`config.mk`:
```
export PLATFORM = sky130hd
export DESIGN_NAME = preg_freelist
export DESIGN_NICKNAME = d
export VERILOG_FILES = /design/src/rtl/preg_freelist.sv
export SDC_FILE = /design/constraint.sdc
export NUM_CORES = 1
export LEC_CHECK = 0
export BUFFER_PORTS_ARGS = -buffer_cell sky130_fd_sc_hd__clkbuf_2
export CORE_AREA = 2 2 223 225
export CTS_CLUSTER_DIAMETER = 40
export DETAILED_ROUTE_END_ITERATION = 16
export DIE_AREA = 0 0 225 227
export GPL_TIMING_DRIVEN = 0
export SLEW_MARGIN = 25
export SYNTH_ARGS = -nofsm -noshare
export SYNTH_HDL_FRONTEND = slang
export SYNTH_SLANG_ARGS = --single-unit
```
`constraint.sdc`:
```
create_clock -name clk -period 9.4 [get_ports clk]
set_input_delay 0.47 -clock clk [delete_from_list [all_inputs] [get_ports clk]]
set_output_delay 0.47 -clock clk [all_outputs]
set_load 0.01 [all_outputs]
```
`src/rtl/preg_freelist.sv`:
```
// Physical register free list: circular queue with speculative and committed heads.
// Grants are combinational from registered state; flush rewinds the speculative head to the committed head.
module preg_freelist #(
  parameter int REG_SIZE       = 64,
  parameter int REG_SIZE_WIDTH = 6
) (
  input  logic                      clk,
  input  logic                      reset,
  input  logic                      alloc_req,
  output logic                      alloc_gnt,
  output logic [REG_SIZE_WIDTH-1:0] alloc_prd,
  input  logic                      commit_valid,
  input  logic                      release_valid,
  input  logic [REG_SIZE_WIDTH-1:0] release_prd,
  input  logic                      flush,
  output logic [REG_SIZE_WIDTH:0]   free_count,
  output logic                      empty,
  output logic                      err
);

  localparam int PW = REG_SIZE_WIDTH + 1;

  logic [REG_SIZE_WIDTH-1:0] r_queue [REG_SIZE];
  logic [PW-1:0]             r_spec_head;
  logic [PW-1:0]             r_commit_head;
  logic [PW-1:0]             r_tail;
  logic                      r_err;

  logic [PW-1:0] w_occupancy;
  logic          w_full;
  logic          w_commit_ok;
  logic          w_commit_bad;
  logic          w_release_ok;
  logic          w_release_bad;
  logic [PW-1:0] w_commit_head_nxt;
  logic [PW-1:0] w_spec_head_nxt;

  // Entries between commit_head and spec_head are allocated but still recoverable by flush.
  assign free_count  = r_tail - r_spec_head;
  assign empty       = (free_count == '0);
  assign alloc_prd   = r_queue[r_spec_head[REG_SIZE_WIDTH-1:0]];
  assign alloc_gnt   = alloc_req & ~empty & ~flush;
  assign err         = r_err;

  assign w_occupancy   = r_tail - r_commit_head;
  assign w_full        = (w_occupancy == PW'(REG_SIZE));
  assign w_commit_ok   = commit_valid && (r_commit_head != r_spec_head);
  assign w_commit_bad  = commit_valid && (r_commit_head == r_spec_head);
  assign w_release_ok  = release_valid && (release_prd != '0) && !w_full;
  assign w_release_bad = release_valid && (release_prd != '0) && w_full;

  assign w_commit_head_nxt = w_commit_ok ? r_commit_head + PW'(1) : r_commit_head;

  always_comb begin
    w_spec_head_nxt = r_spec_head;
    if (flush) begin
      w_spec_head_nxt = w_commit_head_nxt;
    end else if (alloc_gnt) begin
      w_spec_head_nxt = r_spec_head + PW'(1);
    end
  end

  always_ff @(posedge clk) begin
    if (reset) begin
      r_spec_head   <= '0;
      r_commit_head <= '0;
      r_tail        <= PW'(REG_SIZE / 2);
      r_err         <= 1'b0;
    end else begin
      r_spec_head   <= w_spec_head_nxt;
      r_commit_head <= w_commit_head_nxt;
      if (w_release_ok) begin
        r_tail <= r_tail + PW'(1);
      end
      if (w_commit_bad || w_release_bad) begin
        r_err <= 1'b1;
      end
    end
  end

  // Upper half of the register file starts free; the lower half holds architectural state.
  always_ff @(posedge clk) begin
    if (reset) begin
      for (int i = 0; i < REG_SIZE; i++) begin
        r_queue[i] <= (i < REG_SIZE / 2) ? REG_SIZE_WIDTH'(REG_SIZE / 2 + i) : '0;
      end
    end else if (w_release_ok) begin
      r_queue[r_tail[REG_SIZE_WIDTH-1:0]] <= release_prd;
    end
  end

endmodule

```
==> results of run 1 <==
==> worst min path at each step <==
stage | from | endpoint | cells past startpoint
global route | reset | r_commit_head[6]$_SDFF_PP0_ | 2
global placement | err$_SDFFE_PP0P_ | err$_SDFFE_PP0P_ | 2
CTS | reset | r_commit_head[6]$_SDFF_PP0_ | 2
detailed placement | err$_SDFFE_PP0P_ | err$_SDFFE_PP0P_ | 2
finish | reset | r_commit_head[6]$_SDFF_PP0_ | 2
floorplan | r_tail[6]$_SDFFE_PP0P_ | r_tail[6]$_SDFFE_PP0P_ | 2
==> report_power, final <==
group          leakage (nW)  total (mW)  internal (mW)  switching (mW)
combinational          2.08       0.570          0.215           0.356
sequential             3.80        2.07           2.05          0.0236
clock                 0.951        2.22           1.37           0.859
==> per-layer routing <==
layer	up-vias	part of all wire (%)	track usage [%]
met1	6708	37	33.4
met2	824	47	41.8
met5	-	0.017	0
li1	5434	-	-
met3	193	10	5.98
met4	2	5.7	13.1
==> layout make-up <==
| class | instances | area (sq um) |
|---|---|---|
| multi-input cells | 900 | 6550 |
| clock buffers | 71 | 1580 |
| clock inverters | 36 | 388 |
| inverters | 21 | 78.8 |
| well taps | 622 | 778 |
| flip-flops and latches | 412 | 12100 |
| plain buffers | 104 | 551 |
| fillers | 4295 | 26400 |
| repair buffers | 24 | 120 |
==> sequential cells by signal, indices dropped and copies added, names as in the netlist, named ones only <==
signal	flops
r_tail	7
r_commit_head	7
err	1
r_queue	384
r_spec_head	7
==> worst max-delay path, stage by stage, from the launching register on <==
cell      delay, ns
dfxtp_1        0.31
buf_2          0.24
clkbuf_1       0.67
clkbuf_1       0.80
mux4_2         0.49
mux4_2         0.52
mux2i_1        0.54
a21oi_1        0.23
clkbuf_2       0.17
==> logic make-up (layout without fill, tap and decap cells) <==
| logic type | Yosys count | count (layout) | synth area share [%] |
|---|---|---|---|
| simple gates | 613 | 613 | 13.2 |
| flops | 412 | 412 | 62.8 |
| mux | 130 | 130 | 14.6 |
| buf+inv | 125 | 256 | 3.26 |
| compound gates | 113 | 113 | 3.88 |
| xor+xnor | 28 | 28 | 1.27 |
| fa+ha+maj | 16 | 16 | 1.08 |
==> synthesized netlist by cell type (all sizes together), types with 3 or more instances <==
library cell / instances / share of area, %
o31ai: 3 / 0.19
clkbuf: 53 / 1.0
xnor2: 20 / 0.91
buf: 51 / 1.8
nor2b: 8 / 0.26
nor3: 7 / 0.18
nor2: 330 / 6.5
dfxtp: 28 / 2.9
a211oi: 7 / 0.34
nand4: 5 / 0.16
o211ai: 3 / 0.12
and2: 9 / 0.29
nor3b: 5 / 0.22
a21o: 12 / 0.47
nand3b: 7 / 0.27
inv: 20 / 0.39
ha: 15 / 0.97
edfxtp: 384 / 60
mux2i: 8 / 0.42
a21oi: 19 / 0.51
nand2: 212 / 4.2
mux4: 120 / 14
nand3: 8 / 0.21
and3: 7 / 0.23
xor2: 8 / 0.36
nand2b: 3 / 0.097
o21ai: 54 / 1.4
or3: 3 / 0.097
==> per-stage QoR <==
stage | instance area (sq um) | setup slack [ns]
floorplan | 19300 | 6.27
global placement | 20200 | 4.56
detailed placement | 20200 | 4.52
CTS | 22100 | 4.46
global route | 22100 | 4.41
finish | 22100 | 4.31
==> flow_metrics.env, run 1 <==
export IMPL_place_gp_congestion=0.938
export IMPL_min_path_type="in2reg"
export IMPL_area_growth_syn_to_layout_pct=14.9
export IMPL_finalSetupViolCount=0
export IMPL_h_tree_depth=2
export IMPL_drt_pass1_iterations=5
export IMPL_yosysWarnings=0
export IMPL_period_minus_slack_ns=5.09
export IMPL_final_cells=2190
export IMPL_slew_headroom_pct=18.0
export IMPL_finalCritPeriodShare_pct=54.1
export IMPL_first_iter_violations=1753
export IMPL_grt_max_degree=16
export IMPL_synth_fp_nets=1465
export IMPL_io_pins=28
export IMPL_async_flop_share_pct=0
export IMPL_endpoint_kind="output pin"
export IMPL_p_leak_nw=6.83
export IMPL_drt_wl_total_um=65000
export IMPL_diodes=0
export IMPL_cap_violations=0
export IMPL_avgSynthCellArea_sq_um=13.4
export IMPL_ir_worst_vdd_uv=134
export IMPL_worstSkewPairLatency_ns=0.62
export IMPL_dieArea_sq_um=51100
export IMPL_fp_row_count=81
export IMPL_die_width_um=225
export IMPL_grt_ovfl_total=0
export IMPL_drc=0
export IMPL_fp_dieH_um=227
export IMPL_r2r_end="r_queue[20][5]$_SDFFCE_PN1P_"
export IMPL_status="completed"
export IMPL_ys_seq_elements=412
export IMPL_cts_hold_buf=0
export IMPL_cts_root_buf="clkbuf_16"
export IMPL_port_buffers=24
export IMPL_synth_edf_count=384
export IMPL_grt_pass1_wl_um=92900
export IMPL_post_cts_setup_buffer_count=0
export IMPL_final_core_util_pct=45.6
export IMPL_worstReg2RegStart="r_tail[0]$_SDFFE_PP0P_"
export IMPL_required_ns=8.93
export IMPL_max_freq_ghz=0.197
export IMPL_vias_per_cell=6.01
export IMPL_r2r_cells=11
export IMPL_reg2reg_slack_ns=4.58
export IMPL_dp_hpwl_um=45700
export IMPL_final_common_cell="edfxtp_1"
export IMPL_setup_tns_ns=0
export IMPL_rsz0062_at_grt="false"
export IMPL_clock_skew_ns=0.0263
export IMPL_cts_resized=0
export IMPL_cts_sinks=412
export IMPL_syn_area_sq_um=19300
export IMPL_synth_top_flop_cell="edfxtp_1"
export IMPL_drive_gt1_share_pct=19.7
export IMPL_grt_use_total_pct=26.0
export IMPL_crit_end="alloc_prd[0]"
export IMPL_cts_buffer_depth=3
export IMPL_worstMarginPinSlew_ns=1.22
export IMPL_cts_tree="yes"
export IMPL_cts_buffers=58
export IMPL_via_count=13161
export IMPL_wl_per_cell_um=29.7
export IMPL_antenna_found_initial=2
export IMPL_synth_distinct_cells=66
export IMPL_synth_seq_area_share_pct=62.8
export IMPL_coreArea_sq_um=48500
export IMPL_worstSetupStartpointType="flip-flop"
export IMPL_path_class="reg2out"
export IMPL_hold_viol=0
export IMPL_path_clk_slew_ns=0.05
export IMPL_syn_inst=1437
export IMPL_whs_ns=0.145
export IMPL_path_max_fanout=10
export IMPL_crit_arrival_ns=4.62
export IMPL_finalPower_mw=4.87
export IMPL_initial_core_util_pct=39.7
export IMPL_most_common_layout_cells="edfxtp_1 (384), nor2_1 (327), nand2_1 (206)"
export IMPL_p_per_area_nw_per_um2=220
export IMPL_grt_pass1_vias=13161
export IMPL_dp_cells=2083
export IMPL_layout_nets=1549
export IMPL_final_max_slew_viol_count=0
export IMPL_antenna_left=0
(Power assumes the default switching activity.)
==> inputs of run 2 (changes only) <==
==> constraint.sdc (replaced) <==
create_clock -name clk -period 4.6 [get_ports clk]
set_input_delay 0.23 -clock clk [delete_from_list [all_inputs] [get_ports clk]]
set_output_delay 0.23 -clock clk [all_outputs]
set_load 0.01 [all_outputs]
==> flow_metrics.env, run 2 (synthesis gave the netlist of run 1 again) <==
export IMPL_worst_slack_ns=0.103
export IMPL_slew_headroom_pct=20.7
export IMPL_fillCellCount=4295
export IMPL_via_count=13176
export IMPL_final_common_cell="edfxtp_1"
export IMPL_grt_pass1_wl_um=93000
export IMPL_finalSetupViolCount=0
export IMPL_setup_tns_ns=0
export IMPL_p_leak_nw=6.85
export IMPL_antenna_found_initial=2
export IMPL_diodes=0
export IMPL_drt_wl_total_um=65000
export IMPL_min_path_type="in2reg"
export IMPL_final_max_slew_viol_count=0
export IMPL_crit_family="buffers and inverters"
export IMPL_drc=0
export IMPL_crit_arrival_ns=4.27
export IMPL_die_width_um=225
export IMPL_hold_viol=0
export IMPL_grt_util_met1_pct=33.4
export IMPL_met3_usage_pct=6.03
export IMPL_placed_area_sq_um=20200
export IMPL_path_max_fanout=10
export IMPL_fp_dieH_um=227
export IMPL_grtUsageMet2_pct=41.7
export IMPL_hold_path_depth=5
export IMPL_io_pins=28
export IMPL_largest_register="r_queue"
export IMPL_crit_path_max_incr_delay_ns=0.69
export IMPL_cts_sinks=412
export IMPL_min_from="alloc_req"
export IMPL_worstMarginPinSlew_ns=1.18
export IMPL_critPathBufInv=4
export IMPL_coreArea_sq_um=48500
export IMPL_dieArea_sq_um=51100
export IMPL_port_buffers=24
export IMPL_worstReg2RegStart="r_tail[0]$_SDFFE_PP0P_"
export IMPL_finalCritPeriodShare_pct=97.8
export IMPL_pre_cts_slack_ns=-0.279
export IMPL_place_gp_congestion=0.938
export IMPL_regArea_sq_um=12100
export IMPL_period_minus_slack_ns=4.50
export IMPL_rsz0062_at_grt="false"
export IMPL_multi_input_area_sq_um=6570
export IMPL_layout_nets=1551
export IMPL_grt_use_total_pct=26.0
export IMPL_first_iter_violations=1726
export IMPL_worstSkewPairLatency_ns=0.62
export IMPL_grt_pass1_vias=13179
export IMPL_final_core_util_pct=45.7
export IMPL_initial_core_util_pct=39.7
export IMPL_path_clk_slew_ns=0.05
export IMPL_reg2reg_slack_ns=0.14
export IMPL_path_class="reg2out"
export IMPL_wl_per_cell_um=29.6
export IMPL_largest_reg_flops=384
export IMPL_area_growth_syn_to_layout_pct=15.1
export IMPL_most_common_layout_cells="edfxtp_1 (384), nor2_1 (327), nand2_1 (206)"
export IMPL_required_ns=4.37
export IMPL_ir_worst_vdd_uv=275
export IMPL_worstSetupStartpointType="flip-flop"
export IMPL_cts_buffers=58
export IMPL_clock_skew_ns=0.0285
export IMPL_cts_tree="yes"
export IMPL_grt_ovfl_total=0
export IMPL_vias_per_cell=6.01
export IMPL_cp_cell_sequence="buf_2, clkbuf_1, clkbuf_2, mux4_2, mux4_2, mux2i_1, a21oi_1, clkbuf_2"
export IMPL_grt_max_degree=16
export IMPL_drt_pass1_iterations=5
export IMPL_cts_root_buf="clkbuf_16"
export IMPL_slowest_stage="clkbuf_1"
export IMPL_r2r_end="r_queue[19][1]$_SDFFCE_PN1P_"
export IMPL_r2r_cells=10
export IMPL_dp_hpwl_um=45700
export IMPL_antenna_left=0
export IMPL_fin_area_sq_um=22200
export IMPL_drive_gt1_share_pct=19.9
export IMPL_h_tree_depth=2
export IMPL_max_freq_ghz=0.222
export IMPL_status="completed"
export IMPL_fp_row_count=81
export IMPL_p_per_area_nw_per_um2=448
export IMPL_endpoint_kind="output pin"
export IMPL_top_usage_layer="met2"
export IMPL_post_cts_setup_buffer_count=0
export IMPL_cap_violations=0
export IMPL_cts_buffer_depth=3
==> run 2: routing by layer <==
| metal | routed length (um) | up-vias |
|---|---|---|
| met5 | 26 | - |
| met4 | 3810 | 4 |
| met3 | 6590 | 194 |
| met2 | 30500 | 841 |
| met1 | 24000 | 6707 |
| li1 | - | 5430 |
==> run 2: where the power goes <==
part	switching, mW	internal, mW
logic	0.729	0.440
registers	0.0481	4.19
clock network	1.75	2.79
==> run 2: worst max-delay path by stage <==
stage,start,endpoint,slack [ns],depth (start not counted)
after floorplan,r_tail[0]$_SDFFE_PP0P_,r_queue[8][0]$_SDFFCE_PN0P_,1.47,10
after global placement,r_tail[0]$_SDFFE_PP0P_,r_queue[40][3]$_SDFFCE_PN0P_,-0.24,10
after detailed placement,r_tail[0]$_SDFFE_PP0P_,r_queue[8][3]$_SDFFCE_PN1P_,-0.28,10
after CTS,flip-flop,alloc_prd[4],0.03,8
after global routing,r_tail[0]$_SDFFE_PP0P_,r_queue[40][3]$_SDFFCE_PN0P_,0.05,10
final,flip-flop,alloc_prd[0],0.10,8
==> run 2: final cells by class <==
type	instances	area share (%)
sequential	412	54.5
multi-input combinational	900	29.6
clock buffer	71	7.14
tap	622	3.51
buffer	104	2.50
clock inverter	36	1.75
timing repair buffer	26	0.632
inverter	21	0.355
==> run 2: worst reg2reg max path, delay by kind of cell, from the launching register on <==
kind / cells / cell delay [ns]
AOI/OAI and AO/OA: 4 / 1.81
adders and majority gates: 1 / 0.35
buffers and inverters: 3 / 1.18
DFF: 1 / 0.33
and+or+nand+nor: 2 / 0.39
==> run 2: per-stage QoR <==
step / std cells / total power, mW / hold slack [ns]
after floorplan: 1437 / 5.03 / 0.313
after global placement: 2083 / 5.45 / 0.541
after detailed placement: 2083 / 5.46 / 0.544
after CTS: 2192 / 9.95 / 0.106
after global routing: 2192 / 10.2 / 0.166
final: 2192 / 9.95 / 0.123
==> run 2: what timing repair did <==
action                                  4_1_cts  5_1_grt
resized for setup                             6        6
pin swaps                                     0        0
endpoints found under the setup margin       31        2
hold buffers                                  2        0
gates cloned                                  0        0
hold endpoints to repair                      2        0
==> inputs of run 3 (changes only) <==
--- a/config.mk
+++ b/config.mk
@@ -5,7 +5,7 @@
 export SDC_FILE = /design/constraint.sdc
 export NUM_CORES = 1
 export LEC_CHECK = 0
-export BUFFER_PORTS_ARGS = -buffer_cell sky130_fd_sc_hd__clkbuf_2
+export BUFFER_PORTS_ARGS = -buffer_cell sky130_fd_sc_hd__buf_4
 export CORE_AREA = 2 2 223 225
 export CTS_CLUSTER_DIAMETER = 40
 export DETAILED_ROUTE_END_ITERATION = 16
==> flow_metrics.env, run 3 (synthesis gave the netlist of run 1 again) <==
export IMPL_cts_buffers=57
export IMPL_antenna_left=0
export IMPL_crit_family="buffers and inverters"
export IMPL_p_per_area_nw_per_um2=450
export IMPL_hold_viol=0
export IMPL_cts_sinks=412
export IMPL_largest_register="r_queue"
export IMPL_final_cells=2193
export IMPL_min_from="release_prd[3]"
export IMPL_dieArea_sq_um=51100
export IMPL_grt_pass1_vias=12868
export IMPL_path_class="reg2out"
export IMPL_drc=0
export IMPL_comb_power_share_pct=11.8
export IMPL_period_minus_slack_ns=4.55
export IMPL_diodes=0
export IMPL_worstReg2RegStart="r_tail[0]$_SDFFE_PP0P_"
export IMPL_path_clk_slew_ns=0.06
export IMPL_die_width_um=225
export IMPL_rsz0062_at_grt="false"
export IMPL_finalSetupViolCount=0
export IMPL_final_core_util_pct=45.9
export IMPL_finalCritPeriodShare_pct=98.9
export IMPL_slew_headroom_pct=26.9
export IMPL_pwr_share_seq_pct=42.2
export IMPL_r2r_end="r_queue[23][0]$_SDFFCE_PN1P_"
export IMPL_ir_worst_vdd_uv=328
export IMPL_place_gp_congestion=0.932
export IMPL_fp_row_count=81
export IMPL_first_iter_violations=1524
export IMPL_switching_share_pct=25.2
export IMPL_antenna_found_initial=0
export IMPL_fp_dieH_um=227
export IMPL_initial_core_util_pct=39.7
export IMPL_dp_hpwl_um=45600
export IMPL_critPathBufInv=4
export IMPL_slowest_stage="clkbuf_1"
export IMPL_required_ns=4.37
export IMPL_path_max_fanout=10
export IMPL_largest_reg_flops=384
export IMPL_cts_tree="yes"
export IMPL_worstSetupStartpointType="flip-flop"
export IMPL_clock_skew_ns=0.0212
export IMPL_grt_use_total_pct=25.5
export IMPL_most_common_layout_cells="edfxtp_1 (384), nor2_1 (327), nand2_1 (206)"
export IMPL_cts_root_buf="clkbuf_16"
export IMPL_cp_cell_sequence="buf_2, clkbuf_1, clkbuf_1, mux4_2, mux4_2, mux2i_1, a21oi_1, buf_4"
export IMPL_dp_cells=2083
export IMPL_status="completed"
export IMPL_intPower_mw=7.50
export IMPL_worstSkewPairLatency_ns=0.62
export IMPL_io_pins=28
export IMPL_setup_tns_ns=0
export IMPL_final_common_cell="edfxtp_1"
export IMPL_p_switching_mw=2.53
export IMPL_grt_max_degree=16
export IMPL_vias_per_cell=5.91
export IMPL_via_count=12969
export IMPL_coreArea_sq_um=48500
export IMPL_worstMarginPinSlew_ns=1.08
export IMPL_fin_area_sq_um=22300
export IMPL_area_growth_syn_to_layout_pct=15.7
export IMPL_p_clk_share_pct=46.0
export IMPL_crit_path_max_incr_delay_ns=0.72
export IMPL_min_path_type="in2reg"
export IMPL_port_buffers=24
export IMPL_endpoint_kind="output pin"
export IMPL_drt_wl_total_um=64200
export IMPL_final_max_slew_viol_count=0
export IMPL_hold_path_depth=2
export IMPL_placed_area_sq_um=20200
export IMPL_layout_nets=1550
export IMPL_p_leak_nw=6.87
export IMPL_grt_ovfl_total=0
export IMPL_cap_violations=0
export IMPL_reg2reg_slack_ns=0.14
export IMPL_grt_pass1_wl_um=90900
export IMPL_drt_pass1_iterations=5
export IMPL_max_freq_ghz=0.220
export IMPL_crit_arrival_ns=4.32
export IMPL_h_tree_depth=2
export IMPL_wl_per_cell_um=29.3
export IMPL_hold_end="r_queue[13][3]$_SDFFCE_PN1P_"
export IMPL_cts_buffer_depth=3
export IMPL_r2r_cells=11
export IMPL_drive_gt1_share_pct=20.2
[run 3: changes by cell type in the layout (fill, tap and decap cells not counted), sizes merged]
cell / change
clkbuf: -28
buf: +24
bufinv: +2
clkinvlp: +3
[run 3: power by group through the flow]
stage / clock [mW] / combinational, mW / sequential [mW]
floorplan: 0 / 0.737 / 4.29
global placement: 0 / 1.17 / 4.31
global route: 4.78 / 1.23 / 4.24
finish: 4.61 / 1.18 / 4.24
detailed placement: 0 / 1.17 / 4.31
CTS: 4.63 / 1.18 / 4.24
[run 3: area by class of cell]
cell class,instances,area (sq um)
timing repair buffer,26,200
multi-input combinational,900,6570
sequential,412,12100
clock inverter,41,487
fill,4349,26300
clock buffer,67,1530
inverter,21,82.6
buffer,104,553
tap,622,778
[run 3: worst max path at each step]
stage | to | slack, ns | depth (start not counted)
final | alloc_prd[0] | 0.05 | 8
after global routing | alloc_prd[0] | 0.02 | 8
after CTS | alloc_prd[0] | 0.008 | 8
after detailed placement | r_queue[8][0]$_SDFFCE_PN0P_ | -0.04 | 10
after global placement | r_queue[40][3]$_SDFFCE_PN0P_ | -0.06 | 10
after floorplan | r_queue[8][0]$_SDFFCE_PN0P_ | 1.47 | 10
[run 3: timing repair]
item / CTS / global route
buffers inserted: 0 / 0
endpoints found under the hold margin: 2 / 0
hold buffers: 2 / 0
endpoints found under the setup margin: 12 / 90
gates resized for setup: 2 / 11
[run 3: routing by layer]
metal | vias up | track usage, % | share of wire [%]
met5 | - | 0 | 0
met4 | 0 | 11.2 | 4.9
met3 | 170 | 6.35 | 10
met2 | 814 | 41.8 | 47
met1 | 6551 | 32.3 | 37
li1 | 5434 | - | -
[run 3: metrics by stage]
step	power (mW)	setup slack (ns)	hold slack, ns
6_report	10.0	0.0521	0.0622
3_3_place_gp	5.47	-0.0566	0.475
2_1_floorplan	5.03	1.47	0.313
4_1_cts	10.0	0.00806	0.0314
3_5_place_dp	5.48	-0.0427	0.473
5_1_grt	10.2	0.0198	0.0355
[run 3: worst reg2reg max path, cell delays in order, from the launching register on]
cell and delay [ns]:
dfxtp_1 0.34, clkbuf_1 0.44, clkinvlp_4 0.44, ha_1 0.30, nor2b_1 0.15, a2111o_1 0.18, a211oi_4 0.10, a311oi_2 0.72
buf_6 0.30, nand2_1 0.12, buf_4 0.26, o21ai_1 0.74
